**config.mk**
```make
export PLATFORM = sky130hd
export DESIGN_NAME = reset_sequencer
export DESIGN_NICKNAME = d
export VERILOG_FILES = /design/src/rtl/reset_sequencer.sv
export SDC_FILE = /design/constraint.sdc
export NUM_CORES = 1
export LEC_CHECK = 0
export BUFFER_PORTS_ARGS = -buffer_cell sky130_fd_sc_hd__buf_2
export CAP_MARGIN = 30
export CORE_AREA = 5 5 64 81
export CTS_BUF_LIST = sky130_fd_sc_hd__clkbuf_16
export CTS_CLUSTER_SIZE = 20
export DETAILED_ROUTE_END_ITERATION = 16
export DIE_AREA = 0 0 69 86
export PLACE_DENSITY = 0.62
export SLEW_MARGIN = 5
export SYNTH_ARGS = -nofsm -noshare
export SYNTH_HDL_FRONTEND = slang
export SYNTH_SLANG_ARGS = --single-unit
```
**constraint.sdc**
```tcl
create_clock -name clk -period 1.6 [get_ports clk]
set_input_delay 0.32 -clock clk [delete_from_list [all_inputs] [get_ports clk]]
set_output_delay 0.32 -clock clk [all_outputs]
set_load 0.1 [all_outputs]
```
**src/rtl/reset_sequencer.sv**
```systemverilog
// Board reset sequencer: combines power-on, debounced pushbutton and software reset
// requests, holds all domains for a power-on interval, then releases them staggered.
module reset_sequencer #(
    parameter int NUM_DOMAINS     = 2,
    parameter int POR_CYCLES      = 32,
    parameter int DEBOUNCE_CYCLES = 12000,
    parameter int STAGGER_CYCLES  = 16
) (
    input  logic                   clk,
    input  logic                   reset_ni,
    input  logic                   btn_ni,
    input  logic                   sw_reset_i,
    output logic [NUM_DOMAINS-1:0] reset_o,
    output logic                   done_o,
    output logic [1:0]             cause_o
);

    localparam int MAX_PD  = (POR_CYCLES > DEBOUNCE_CYCLES) ? POR_CYCLES : DEBOUNCE_CYCLES;
    localparam int MAX_ALL = (MAX_PD > NUM_DOMAINS * STAGGER_CYCLES) ? MAX_PD
                                                                     : NUM_DOMAINS * STAGGER_CYCLES;
    localparam int CNT_W   = $clog2(MAX_ALL + 1);
    localparam int LAST_STG_I = (NUM_DOMAINS > 1) ? ((NUM_DOMAINS - 1) * STAGGER_CYCLES - 1) : 0;

    localparam logic [CNT_W-1:0]       CNT_ONE   = CNT_W'(1);
    localparam logic [CNT_W-1:0]       DB_LAST   = CNT_W'(DEBOUNCE_CYCLES - 1);
    localparam logic [CNT_W-1:0]       POR_LAST  = CNT_W'(POR_CYCLES - 1);
    localparam logic [CNT_W-1:0]       STG_LAST  = CNT_W'(LAST_STG_I);
    localparam logic [NUM_DOMAINS-1:0] ALL_ONES  = {NUM_DOMAINS{1'b1}};
    localparam logic [1:0]             CAUSE_POR = 2'b01;
    localparam logic [1:0]             CAUSE_BTN = 2'b10;
    localparam logic [1:0]             CAUSE_SW  = 2'b11;

    typedef enum logic [1:0] {
        ST_HOLD    = 2'd0,
        ST_RELEASE = 2'd1,
        ST_RUN     = 2'd2
    } state_t;

    logic [1:0]             sync_r;
    logic                   btn_db_r;
    logic [CNT_W-1:0]       db_cnt_r;
    logic                   btn_req_s;

    state_t                 state_r, state_s;
    logic [CNT_W-1:0]       cnt_r, cnt_s;
    logic [NUM_DOMAINS-1:0] rst_r, rst_s;
    logic                   done_r, done_s;
    logic [1:0]             cause_r, cause_s;

    // Button synchroniser and debounce filter; the filter only moves after a full stable run
    always_ff @(posedge clk or negedge reset_ni) begin
        if (!reset_ni) begin
            sync_r   <= 2'b11;
            btn_db_r <= 1'b1;
            db_cnt_r <= '0;
        end else begin
            sync_r <= {sync_r[0], btn_ni};
            if (sync_r[1] == btn_db_r) begin
                db_cnt_r <= '0;
            end else if (db_cnt_r == DB_LAST) begin
                btn_db_r <= sync_r[1];
                db_cnt_r <= '0;
            end else begin
                db_cnt_r <= db_cnt_r + CNT_ONE;
            end
        end
    end

    assign btn_req_s = ~btn_db_r;

    // Sequencer state register and registered outputs
    always_ff @(posedge clk or negedge reset_ni) begin
        if (!reset_ni) begin
            state_r <= ST_HOLD;
            cnt_r   <= '0;
            rst_r   <= ALL_ONES;
            done_r  <= 1'b0;
            cause_r <= CAUSE_POR;
        end else begin
            state_r <= state_s;
            cnt_r   <= cnt_s;
            rst_r   <= rst_s;
            done_r  <= done_s;
            cause_r <= cause_s;
        end
    end

    // Next-state and next-output logic for the hold / staggered release sequence
    always_comb begin
        state_s = state_r;
        cnt_s   = cnt_r;
        rst_s   = rst_r;
        done_s  = done_r;
        cause_s = cause_r;
        case (state_r)
            ST_HOLD: begin
                rst_s  = ALL_ONES;
                done_s = 1'b0;
                // A held button keeps restarting the power-on interval
                if (btn_req_s) begin
                    cnt_s = '0;
                end else if (cnt_r == POR_LAST) begin
                    rst_s[0] = 1'b0;
                    cnt_s    = '0;
                    if (NUM_DOMAINS == 1) begin
                        state_s = ST_RUN;
                        done_s  = 1'b1;
                    end else begin
                        state_s = ST_RELEASE;
                    end
                end else begin
                    cnt_s = cnt_r + CNT_ONE;
                end
            end
            ST_RELEASE: begin
                if (btn_req_s || sw_reset_i) begin
                    state_s = ST_HOLD;
                    cnt_s   = '0;
                    rst_s   = ALL_ONES;
                    done_s  = 1'b0;
                    cause_s = btn_req_s ? CAUSE_BTN : CAUSE_SW;
                end else begin
                    cnt_s = cnt_r + CNT_ONE;
                    for (int i = 1; i < NUM_DOMAINS; i++) begin
                        if (cnt_r == CNT_W'(i * STAGGER_CYCLES - 1)) begin
                            rst_s[i] = 1'b0;
                        end else begin
                            rst_s[i] = rst_r[i];
                        end
                    end
                    if (cnt_r == STG_LAST) begin
                        state_s = ST_RUN;
                        done_s  = 1'b1;
                        cnt_s   = '0;
                    end else begin
                        state_s = ST_RELEASE;
                    end
                end
            end
            ST_RUN: begin
                if (btn_req_s || sw_reset_i) begin
                    state_s = ST_HOLD;
                    cnt_s   = '0;
                    rst_s   = ALL_ONES;
                    done_s  = 1'b0;
                    cause_s = btn_req_s ? CAUSE_BTN : CAUSE_SW;
                end else begin
                    cnt_s = '0;
                end
            end
            default: begin
                state_s = ST_HOLD;
                cnt_s   = '0;
                rst_s   = ALL_ONES;
                done_s  = 1'b0;
            end
        endcase
    end

    assign reset_o = rst_r;
    assign done_o  = done_r;
    assign cause_o = cause_r;

endmodule

```
==> results of run 1 <==
-- sequential cells by signal, summed over array words and instances, names as in the netlist --
register,count
sync_r,2
cnt_r,14
reset_o,2
db_cnt_r,14
state_r,2
btn_db_r,1
done_o,1
cause_o,2
-- per-layer routing --
layer	vias to the layer above	wire length, um	global-route usage, %	part of all wire (%)
met5	-	0	0	0
met4	0	116	7.99	2.7
met3	10	101	3.63	2.4
met2	26	2450	30.9	57
met1	761	1610	15.3	38
li1	762	-	-	-
-- worst reg2reg max path, stage by stage, from the launching register on --
cell and delay [ns]:
sky130_fd_sc_hd__dfrtp_1 0.41, sky130_fd_sc_hd__ha_4 0.17, sky130_fd_sc_hd__and4_4 0.23, sky130_fd_sc_hd__nand4b_1 0.18, sky130_fd_sc_hd__a21oi_2 0.24, sky130_fd_sc_hd__mux2_4 0.31
-- path summary, 6_finish.rpt --
| kind | to | slack (ns) | cells after the start |
|---|---|---|---|
| worst max register to register | state_r[1] | -0.06 | 5 |
| worst min-delay path | sync_r[0] | 0.14 | 1 |
| max in group asynchronous | cause_o[0] | 0.55 | 3 |
| min in group asynchronous | db_cnt_r[2] | 0.49 | 2 |
| worst min register to register | sync_r[1] | 0.36 | 0 |
| worst max-delay path | state_r[1] | -0.06 | 5 |
-- metrics by stage --
stage,instance area (um^2),hold WS [ns]
floorplan,1900,0.0244
global placement,2230,0.245
detailed placement,2230,0.250
CTS,2450,0.134
global route,2560,0.132
finish,2560,0.141
-- power breakdown --
| part | internal [mW] | switching (mW) | total, mW | leakage, nW |
|---|---|---|---|---|
| Combinational | 0.0218 | 0.0368 | 0.0586 | 0.454 |
| Clock | 0.564 | 0.349 | 0.914 | 0.0748 |
| Sequential | 0.973 | 0.00790 | 0.981 | 0.502 |
| Total | 1.56 | 0.394 | 1.95 | 1.03 |
-- layout make-up --
| type | count | area [um^2] |
|---|---|---|
| flip-flops and latches | 38 | 962 |
| fillers | 381 | 1760 |
| repair buffers | 47 | 354 |
| well taps | 58 | 72.6 |
| clock buffers | 5 | 125 |
| clock inverters | 3 | 13.8 |
| multi-input cells | 132 | 992 |
| inverters | 12 | 45.0 |
-- repair_timing --
| action | in CTS | in global routing |
|---|---|---|
| gates cloned | 0 | 0 |
| setup endpoints to repair | 14 | 32 |
| buffers inserted | 3 | 6 |
| hold endpoints to repair | 11 | 0 |
| pin swaps | 4 | 14 |
| resized for setup | 10 | 18 |
| hold buffers | 1 | 0 |
-- logic make-up (layout without fill, tap and decap cells) --
kind of cell	Yosys count	in the layout	synth area share, %
flip-flops	38	38	50.8
adder cells (fa/ha/maj)	5	5	3.31
buffers and inverters	16	67	3.51
XOR/XNOR	23	23	10.7
AND/OR/NAND/NOR	86	86	24.7
multiplexers	2	2	1.19
AO/OA/AOI/OAI	16	16	5.90
-- cells in the final DEF (no fill, tap or decap), types with 2 or more instances in the layout --
cell | Yosys | final
sky130_fd_sc_hd__o21ai_0 | 3 | 2
sky130_fd_sc_hd__nand4b_1 | 2 | 2
sky130_fd_sc_hd__nor2_1 | 20 | 20
sky130_fd_sc_hd__dfstp_2 | 6 | 6
sky130_fd_sc_hd__inv_1 | 12 | 13
sky130_fd_sc_hd__nand4_1 | 8 | 8
sky130_fd_sc_hd__buf_2 | 2 | 8
sky130_fd_sc_hd__xor2_1 | 4 | 4
sky130_fd_sc_hd__and2_1 | 2 | 2
sky130_fd_sc_hd__xnor2_1 | 19 | 19
sky130_fd_sc_hd__a21oi_1 | 5 | 3
sky130_fd_sc_hd__nor4_4 | 0 | 2
sky130_fd_sc_hd__ha_1 | 5 | 3
sky130_fd_sc_hd__nor3_2 | 0 | 4
sky130_fd_sc_hd__clkbuf_16 | 0 | 5
sky130_fd_sc_hd__nand2_1 | 8 | 8
sky130_fd_sc_hd__nor4_1 | 8 | 4
sky130_fd_sc_hd__buf_6 | 0 | 5
sky130_fd_sc_hd__buf_4 | 1 | 33
sky130_fd_sc_hd__a21oi_2 | 0 | 2
sky130_fd_sc_hd__or3_1 | 3 | 2
sky130_fd_sc_hd__dfrtp_2 | 0 | 3
sky130_fd_sc_hd__clkinv_2 | 0 | 2
sky130_fd_sc_hd__nor4_2 | 0 | 2
sky130_fd_sc_hd__nor3_1 | 18 | 14
sky130_fd_sc_hd__o22a_1 | 2 | 2
sky130_fd_sc_hd__nand3_1 | 8 | 8
sky130_fd_sc_hd__dfrtp_1 | 32 | 29
==> flow_summary.json, run 1 <==
{
  "status": "finished with violations",
  "failed_checks": "negative setup slack",
  "number_of_flops_mapped_to_enable_cells_by_yosys": 0,
  "layout-drive-gt1-share_pct": 36.7,
  "cts.htree.levels": 2,
  "power_per_cell_area_nw_per_um2": 761,
  "r2r_start": "cnt_r[1]",
  "vias_per_cell": 5.28,
  "floorplan.die_area_um2": 5930,
  "timing.final.crit_share_pct": 104,
  "report.final.setup_viol": 10,
  "crit_family": "simple AND/OR/NAND/NOR gates",
  "timing_worst_setup_path_type": "reg -> reg",
  "grt_setup_unrepaired": "yes",
  "cts-root-buf": "sky130_fd_sc_hd__clkbuf_16",
  "cp.arrival_ns": 1.82,
  "synthFlopType": "sky130_fd_sc_hd__dfrtp_1",
  "initial_utilization_pct": 43.7,
  "timing_hold_violations_final": 0,
  "cts_tree": "built",
  "critical_path.n_buffers_inverters": 0,
  "dp.cells": 279,
  "hold_class": "in -> reg",
  "die_height_um": 86,
  "synth_cell_types": 37,
  "overflow": 0,
  "floorplan.core_area_um2": 4320,
  "min-delay-start": "btn_ni",
  "gr-usage-all-layers_pct": 15.8,
  "antenna_violating_nets_post_route": 0,
  "drt_pass1_iterations": 4,
  "clk_transition_reported_paths_ns": 0.05,
  "first_global_vias": 1618,
  "power_leakage_nw": 1.03,
  "synth.ff_latch_count": 38,
  "clock-sinks": 38,
  "place.port_buffers": 8,
  "max-slew-margin-rel_pct": 67.5,
  "critical_path.max_stage_delay_ns": 0.41,
  "seq_area_frac_synth_pct": 50.8,
  "yosys_warnings": 0,
  "fin_worst_skew_ns": 0.00434,
  "cp-end-kind": "flip-flop",
  "antenna_violations_before_repair": 0,
  "clock.fmax_mhz": 603,
  "drc": 0,
  "global_route_wire_length_before_repair_um": 7320,
  "syn_area_um2": 1890,
  "grt_start_max_net_pins": 17,
  "data_required_time_at_the_worst_endpoint_ns": 1.76,
  "die_width_um": 69,
  "worstSkewPairLatency_ns": 0.28,
  "dr.first_iter.drc_count": 46,
  "synthTopCellsByArea": "sky130_fd_sc_hd__dfrtp_1, sky130_fd_sc_hd__xnor2_1, sky130_fd_sc_hd__dfstp_2",
  "place_worst_setup_slack_ns": -0.0747,
  "crit_chain": "ha_4, and4_4, nand4b_1, a21oi_2, mux2_4",
  "max_slew_violation_count": 0,
  "cell_taking_the_most_area_after_synthesis": "sky130_fd_sc_hd__dfrtp_1",
  "top_level_ports": 9,
  "final_cell_count_no_fill": 295,
  "final.min_clock_period_ns": 1.66,
  "critical-path-slowest-cell": "sky130_fd_sc_hd__dfrtp_1",
  "worstSetupStartpointType": "flip-flop",
  "drt-total-wl_um": 4280,
  "synth_top_cell_area_share_pct": 42.4,
  "postLayoutSetupSlackWorst_ns": -0.0590,
  "dp.final_hpwl_um": 3060,
  "maximum_buffer_depth_of_the_clock_tree": 2,
  "worst_setup_startpoint": "cnt_r[1]",
  "final_core_utilization_pct": 59.3,
  "max_cap_viol_count": 0,
  "area_delta_synth_final_pct": 35.9,
  "max-vdd-ir-drop_uv": 597,
  "synth.most_common_cell": "sky130_fd_sc_hd__dfrtp_1",
  "placementRows": 27,
  "diodes": 0,
  "async_sr_flop_fraction_pct": 100,
  "synth.net_count": 195,
  "synth.avg_cell_area_um2": 10.2,
  "routed_wire_length_per_instance_um": 14.5,
  "netlist_top_cells_count": "sky130_fd_sc_hd__dfrtp_1, sky130_fd_sc_hd__nor2_1, sky130_fd_sc_hd__xnor2_1, sky130_fd_sc_hd__nor3_1, sky130_fd_sc_hd__inv_1",
  "worstMarginPinSlew_ns": 0.491,
  "totalPowerFinal_mw": 1.95,
  "final_nets": 245,
  "tritoncts.num_buffers": 5,
  "worstPathMaxFanout": 4,
  "syn-instance-count": 186,
  "total_vias_in_the_final_route": 1559,
  "totalNegativeSetupSlack_ns": -0.296,
  "routability_congestion_estimate": 0.870
}
(Power assumes the default switching activity.)
==> run 2: changes to the inputs <==
BUFFER_PORTS_ARGS = -buffer_cell sky130_fd_sc_hd__buf_4   (was -buffer_cell sky130_fd_sc_hd__buf_2)
==> flow_summary.json, run 2 (synthesized netlist as in run 1, its figures left out) <==
{
  "layout.cells.most_common": "sky130_fd_sc_hd__buf_4",
  "antenna_violating_nets_post_route": 0,
  "floorplan.die_area_um2": 5930,
  "reg2reg_setup_slack_ns": -0.02,
  "critical_path.max_stage_delay_ns": 0.41,
  "timing_worst_setup_path_type": "reg -> reg",
  "tritoncts.num_buffers": 5,
  "die_height_um": 86,
  "totalNegativeSetupSlack_ns": -0.0664,
  "dp.cells": 279,
  "antenna_violations_before_repair": 0,
  "vias_per_cell": 5.29,
  "final_nets": 242,
  "max-slew-margin-rel_pct": 68.0,
  "place.port_buffers": 8,
  "timing_hold_violations_final": 0,
  "final.min_clock_period_ns": 1.62,
  "register_area_um2": 960,
  "cp-end-kind": "flip-flop",
  "die_width_um": 69,
  "cts.htree.levels": 2,
  "crit_chain": "nor4_4, buf_4, nand4bb_4, a22oi_2, buf_6, nor3_1",
  "path_depth": 6,
  "cell_area_placed_um2": 2250,
  "floorplan.core_area_um2": 4320,
  "setup.worst_path.end": "cnt_r[12]",
  "hold_class": "in -> async",
  "totalPowerFinal_mw": 2.30,
  "data_required_time_at_the_worst_endpoint_ns": 1.76,
  "worstSkewPairLatency_ns": 0.28,
  "top_level_ports": 9,
  "fin_worst_skew_ns": 0.00406,
  "gr-usage-all-layers_pct": 15.2,
  "first_global_vias": 1634,
  "report.final.setup_viol": 7,
  "total_vias_in_the_final_route": 1544,
  "worstSetupStartpointType": "flip-flop",
  "failed_checks": "negative setup slack",
  "max_slew_violation_count": 0,
  "timing.final.crit_share_pct": 101,
  "hold_buffers": 0,
  "critical_path.n_buffers_inverters": 2,
  "worstPathMaxFanout": 7,
  "area_delta_synth_final_pct": 41.8,
  "max_cap_viol_count": 0,
  "commonest_cells_after_routing_fill_and_taps_aside": "sky130_fd_sc_hd__buf_4, sky130_fd_sc_hd__dfrtp_1, sky130_fd_sc_hd__xnor2_1",
  "power_leakage_nw": 1.05,
  "multi_input_area_um2": 1060,
  "global_route_wire_length_before_repair_um": 7240,
  "overflow": 0,
  "final_cell_count_no_fill": 292,
  "cp.arrival_ns": 1.78,
  "diodes": 0,
  "cts-root-buf": "sky130_fd_sc_hd__clkbuf_16",
  "dr.first_iter.drc_count": 79,
  "largestRegisters": "cnt_r (14), db_cnt_r (14)",
  "worst_setup_startpoint": "cnt_r[5]",
  "worstMarginPinSlew_ns": 0.480,
  "crit-reg2reg-capture": "cnt_r[12]",
  "grt_start_max_net_pins": 39,
  "max-vdd-ir-drop_uv": 681,
  "fill_cells": 363,
  "reg2reg_depth": 6,
  "clk_transition_reported_paths_ns": 0.06,
  "cts_tree": "built",
  "drt_pass1_iterations": 4,
  "power_per_cell_area_nw_per_um2": 860,
  "crit_family": "simple AND/OR/NAND/NOR gates",
  "maximum_buffer_depth_of_the_clock_tree": 2,
  "routed_wire_length_per_instance_um": 14.8,
  "final.hold.worst_slack_ns": 0.00150,
  "initial_utilization_pct": 43.7,
  "status": "finished with violations",
  "grt_setup_unrepaired": "yes",
  "dp.final_hpwl_um": 2890,
  "critical-path-slowest-cell": "sky130_fd_sc_hd__dfrtp_1",
  "clock-sinks": 38,
  "clock.fmax_mhz": 616,
  "layout-drive-gt1-share_pct": 43.2,
  "final_design_area_no_fill_um2": 2680,
  "routability_congestion_estimate": 0.883,
  "drc": 0,
  "postLayoutSetupSlackWorst_ns": -0.0224,
  "drt-total-wl_um": 4320,
  "placementRows": 27,
  "r2r_start": "cnt_r[5]"
}
run 2: cell types whose count changed in the layout (fill, tap and decap cells not counted), sizes merged:
cell / before / now
bufinv: 0 / 2
clkinv: 2 / 1
inv: 13 / 12
buf: 46 / 44
dlygate4sd3: 1 / 0
run 2: layout make-up:
type,instances,area share (%)
Tap cell,58,2.71
Clock inverter,3,2.38
Sequential cell,38,35.8
Clock buffer,5,4.67
Multi-Input combinational cell,132,39.7
Timing Repair Buffer,44,13.0
Inverter,12,1.68
run 2: worst min-delay path by stage:
stage	to	slack (ns)
3_5_place_dp	db_cnt_r[4]	0.32
2_1_floorplan	cause_o[1]	0.02
5_1_grt	db_cnt_r[4]	0.05
4_1_cts	db_cnt_r[4]	0.02
3_3_place_gp	db_cnt_r[2]	0.30
6_report	db_cnt_r[4]	0.002
run 2: where the power goes:
| group | total, mW | switching, mW | internal, mW |
|---|---|---|---|
| Sequential | 0.978 | 0.00576 | 0.973 |
| Combinational | 0.0678 | 0.0431 | 0.0248 |
| Clock | 1.26 | 0.370 | 0.887 |
| Total | 2.30 | 0.419 | 1.88 |
run 2: routing by layer:
layer  wire (um)  share of wire [%]  vias to the layer above  global-route usage, %
met3          96                2.2                       10                   3.99
met5           0                  0                        -                      0
met2        2400                 56                       23                   28.9
li1            -                  -                      754                      -
met4          79                1.8                        0                   5.86
met1        1730                 40                      757                   15.7
run 2: timing repair:
item,4_1_cts,5_1_grt
gates resized for setup,6,39
buffers inserted,2,3
pin swaps,5,19
setup endpoints to repair,16,31
run 2: per-stage QoR:
| stage | utilization, % | setup slack [ns] |
|---|---|---|
| after floorplan | - | -0.0307 |
| after global placement | 52.0 | -0.0488 |
| after detailed placement | 52.0 | -0.0913 |
| after CTS | 57.8 | 0.000660 |
| after global routing | 61.9 | -0.129 |
| final | 61.9 | -0.0224 |
==> run 3: changes to the inputs <==
CORE_AREA = 5 5 75 94   (was 5 5 64 81)
DIE_AREA = 0 0 80 99   (was 0 0 69 86)
PLACE_DENSITY = 0.48   (was 0.62)
SKIP_CTS_REPAIR_TIMING = 1   (was unset)
==> flow_summary.json, run 3 (synthesized netlist as in run 1, its figures left out) <==
{
  "floorplan.die_area_um2": 7920,
  "critical-path-slowest-cell": "sky130_fd_sc_hd__dfrtp_1",
  "fin_worst_skew_ns": 0.00322,
  "power_leakage_nw": 1.02,
  "routability_congestion_estimate": 0.736,
  "tritoncts.num_buffers": 5,
  "crit_chain": "ha_2, and4_1, nand4b_1, a21oi_2, mux2_4",
  "worstSkewPairLatency_ns": 0.28,
  "fill_cells": 654,
  "max-slew-margin-rel_pct": 68.2,
  "cp-end-kind": "flip-flop",
  "worstPathMaxFanout": 3,
  "drt-total-wl_um": 4070,
  "clock.fmax_mhz": 613,
  "largestRegisters": "cnt_r (14), db_cnt_r (14)",
  "sw_frac_of_total_pct": 20.2,
  "worstSetupStartpointType": "flip-flop",
  "area_delta_synth_final_pct": 32.7,
  "die_height_um": 99,
  "cell_area_placed_um2": 2270,
  "drt_pass1_iterations": 4,
  "data_required_time_at_the_worst_endpoint_ns": 1.76,
  "placementRows": 32,
  "routed_wire_length_per_instance_um": 12.8,
  "cp.arrival_ns": 1.79,
  "diodes": 0,
  "final_design_area_no_fill_um2": 2500,
  "gr-usage-all-layers_pct": 11.2,
  "grt_start_max_net_pins": 39,
  "total_vias_in_the_final_route": 1496,
  "place_worst_setup_slack_ns": -0.135,
  "combinationalPowerShare_pct": 2.7,
  "dp.final_hpwl_um": 2860,
  "cts.htree.levels": 2,
  "maximum_buffer_depth_of_the_clock_tree": 2,
  "report.final.setup_viol": 1,
  "cts_tree": "built",
  "failed_checks": "negative setup slack",
  "layout.cells.most_common": "sky130_fd_sc_hd__buf_4",
  "max-vdd-ir-drop_uv": 365,
  "overflow": 0,
  "share_clk_of_total_power_pct": 46.9,
  "hold_class": "in -> async",
  "power_switching_mw": 0.393,
  "timing.final.crit_share_pct": 102,
  "final.min_clock_period_ns": 1.63,
  "seqPwrFrac_pct": 50.4,
  "antenna_violating_nets_post_route": 0,
  "timing_worst_setup_path_type": "reg -> reg",
  "crit_family": "simple AND/OR/NAND/NOR gates",
  "floorplan.core_area_um2": 6090,
  "max_cap_viol_count": 0,
  "power_per_cell_area_nw_per_um2": 776,
  "p_int_mw": 1.55,
  "drc": 0,
  "vias_per_cell": 4.72,
  "global_route_wire_length_before_repair_um": 6960,
  "clk_transition_reported_paths_ns": 0.06,
  "status": "finished with violations",
  "antenna_violations_before_repair": 0,
  "layout-drive-gt1-share_pct": 30.2,
  "commonest_cells_after_routing_fill_and_taps_aside": "sky130_fd_sc_hd__buf_4, sky130_fd_sc_hd__dfrtp_1, sky130_fd_sc_hd__nor2_1",
  "grt_setup_unrepaired": "yes",
  "critical_path.max_stage_delay_ns": 0.38,
  "timing_hold_violations_final": 0,
  "worstMarginPinSlew_ns": 0.477,
  "place.port_buffers": 8,
  "die_width_um": 80,
  "top_level_ports": 9,
  "dr.first_iter.drc_count": 39,
  "final_nets": 240,
  "cts-root-buf": "sky130_fd_sc_hd__clkbuf_16",
  "final.hold.worst_slack_ns": 0.00525,
  "initial_utilization_pct": 31.0,
  "max_slew_violation_count": 0,
  "clock-sinks": 38,
  "first_global_vias": 1488,
  "postLayoutSetupSlackWorst_ns": -0.0326,
  "critical_path.n_buffers_inverters": 0
}
## run 3: cell types whose count changed in the layout (fill, tap and decap cells not counted), moves of 2 or more
cell / change
sky130_fd_sc_hd__buf_6: -3
sky130_fd_sc_hd__bufinv_16: -2
sky130_fd_sc_hd__dfrtp_1: -2
sky130_fd_sc_hd__dfrtp_2: +2
sky130_fd_sc_hd__inv_1: +3
sky130_fd_sc_hd__nor2_1: +11
sky130_fd_sc_hd__nor2_2: -9
sky130_fd_sc_hd__nor2_4: -2
sky130_fd_sc_hd__nor3_1: +9
sky130_fd_sc_hd__nor3_2: -9
sky130_fd_sc_hd__nor4_1: +2
sky130_fd_sc_hd__nor4_2: -2
sky130_fd_sc_hd__or3_1: +2
sky130_fd_sc_hd__or3_4: -2
## run 3: power groups by stage
stage	registers, mW	clock network (mW)	logic (mW)
floorplan	0.996	0	0.0177
global placement	0.996	0	0.0550
detailed placement	0.996	0	0.0543
CTS	0.980	0.951	0.0548
global route	0.981	0.981	0.0622
finish	0.980	0.912	0.0518
## run 3: worst register-to-register path, stage by stage, from the launching register on
cell,delay (ns)
sky130_fd_sc_hd__dfrtp_1,0.38
sky130_fd_sc_hd__ha_2,0.21
sky130_fd_sc_hd__and4_1,0.21
sky130_fd_sc_hd__nand4b_1,0.18
sky130_fd_sc_hd__a21oi_2,0.23
sky130_fd_sc_hd__mux2_4,0.31
## run 3: per-stage QoR
stage	total power, mW	TNS [ns]	utilization, %	instances
after detailed placement	1.05	-0.762	37.3	303
after floorplan	1.01	-0.255	-	186
after CTS	1.99	-0.903	39.6	311
final	1.94	-0.0326	41.2	317
after global routing	2.02	-0.661	41.2	317
after global placement	1.05	-0.0399	37.3	303
## run 3: layout make-up
type,instances,area [um^2],area share (%)
sequential,38,962,38.4
timing repair buffer,42,335,13.4
tap,85,106,4.25
multi-input combinational,132,920,36.7
clock buffer,5,125,5.00
clock inverter,3,11.3,0.450
inverter,12,45.0,1.80
## run 3: layer usage
| layer | track usage [%] | up-vias | part of all wire [%] |
|---|---|---|---|
| met2 | 18.2 | 15 | 50 |
| li1 | - | 749 | - |
| met5 | 0 | - | 0 |
| met3 | 3.02 | 8 | 2.2 |
| met4 | 4.68 | 0 | 1.7 |
| met1 | 13.9 | 724 | 46 |
## run 3: path summary, 6_finish.rpt
kind | start | end | slack [ns] | depth (start not counted)
worst min register to register | sync_r[0] | sync_r[1] | 0.36 | 0
max in group asynchronous | reset_ni | cnt_r[10] | 1.23 | 1
min in group clk | btn_ni | sync_r[0] | 0.15 | 1
worst max-delay path | cnt_r[0] | state_r[1] | -0.03 | 5
worst max register to register | cnt_r[0] | state_r[1] | -0.03 | 5
worst min-delay path | reset_ni | db_cnt_r[9] | 0.005 | 1
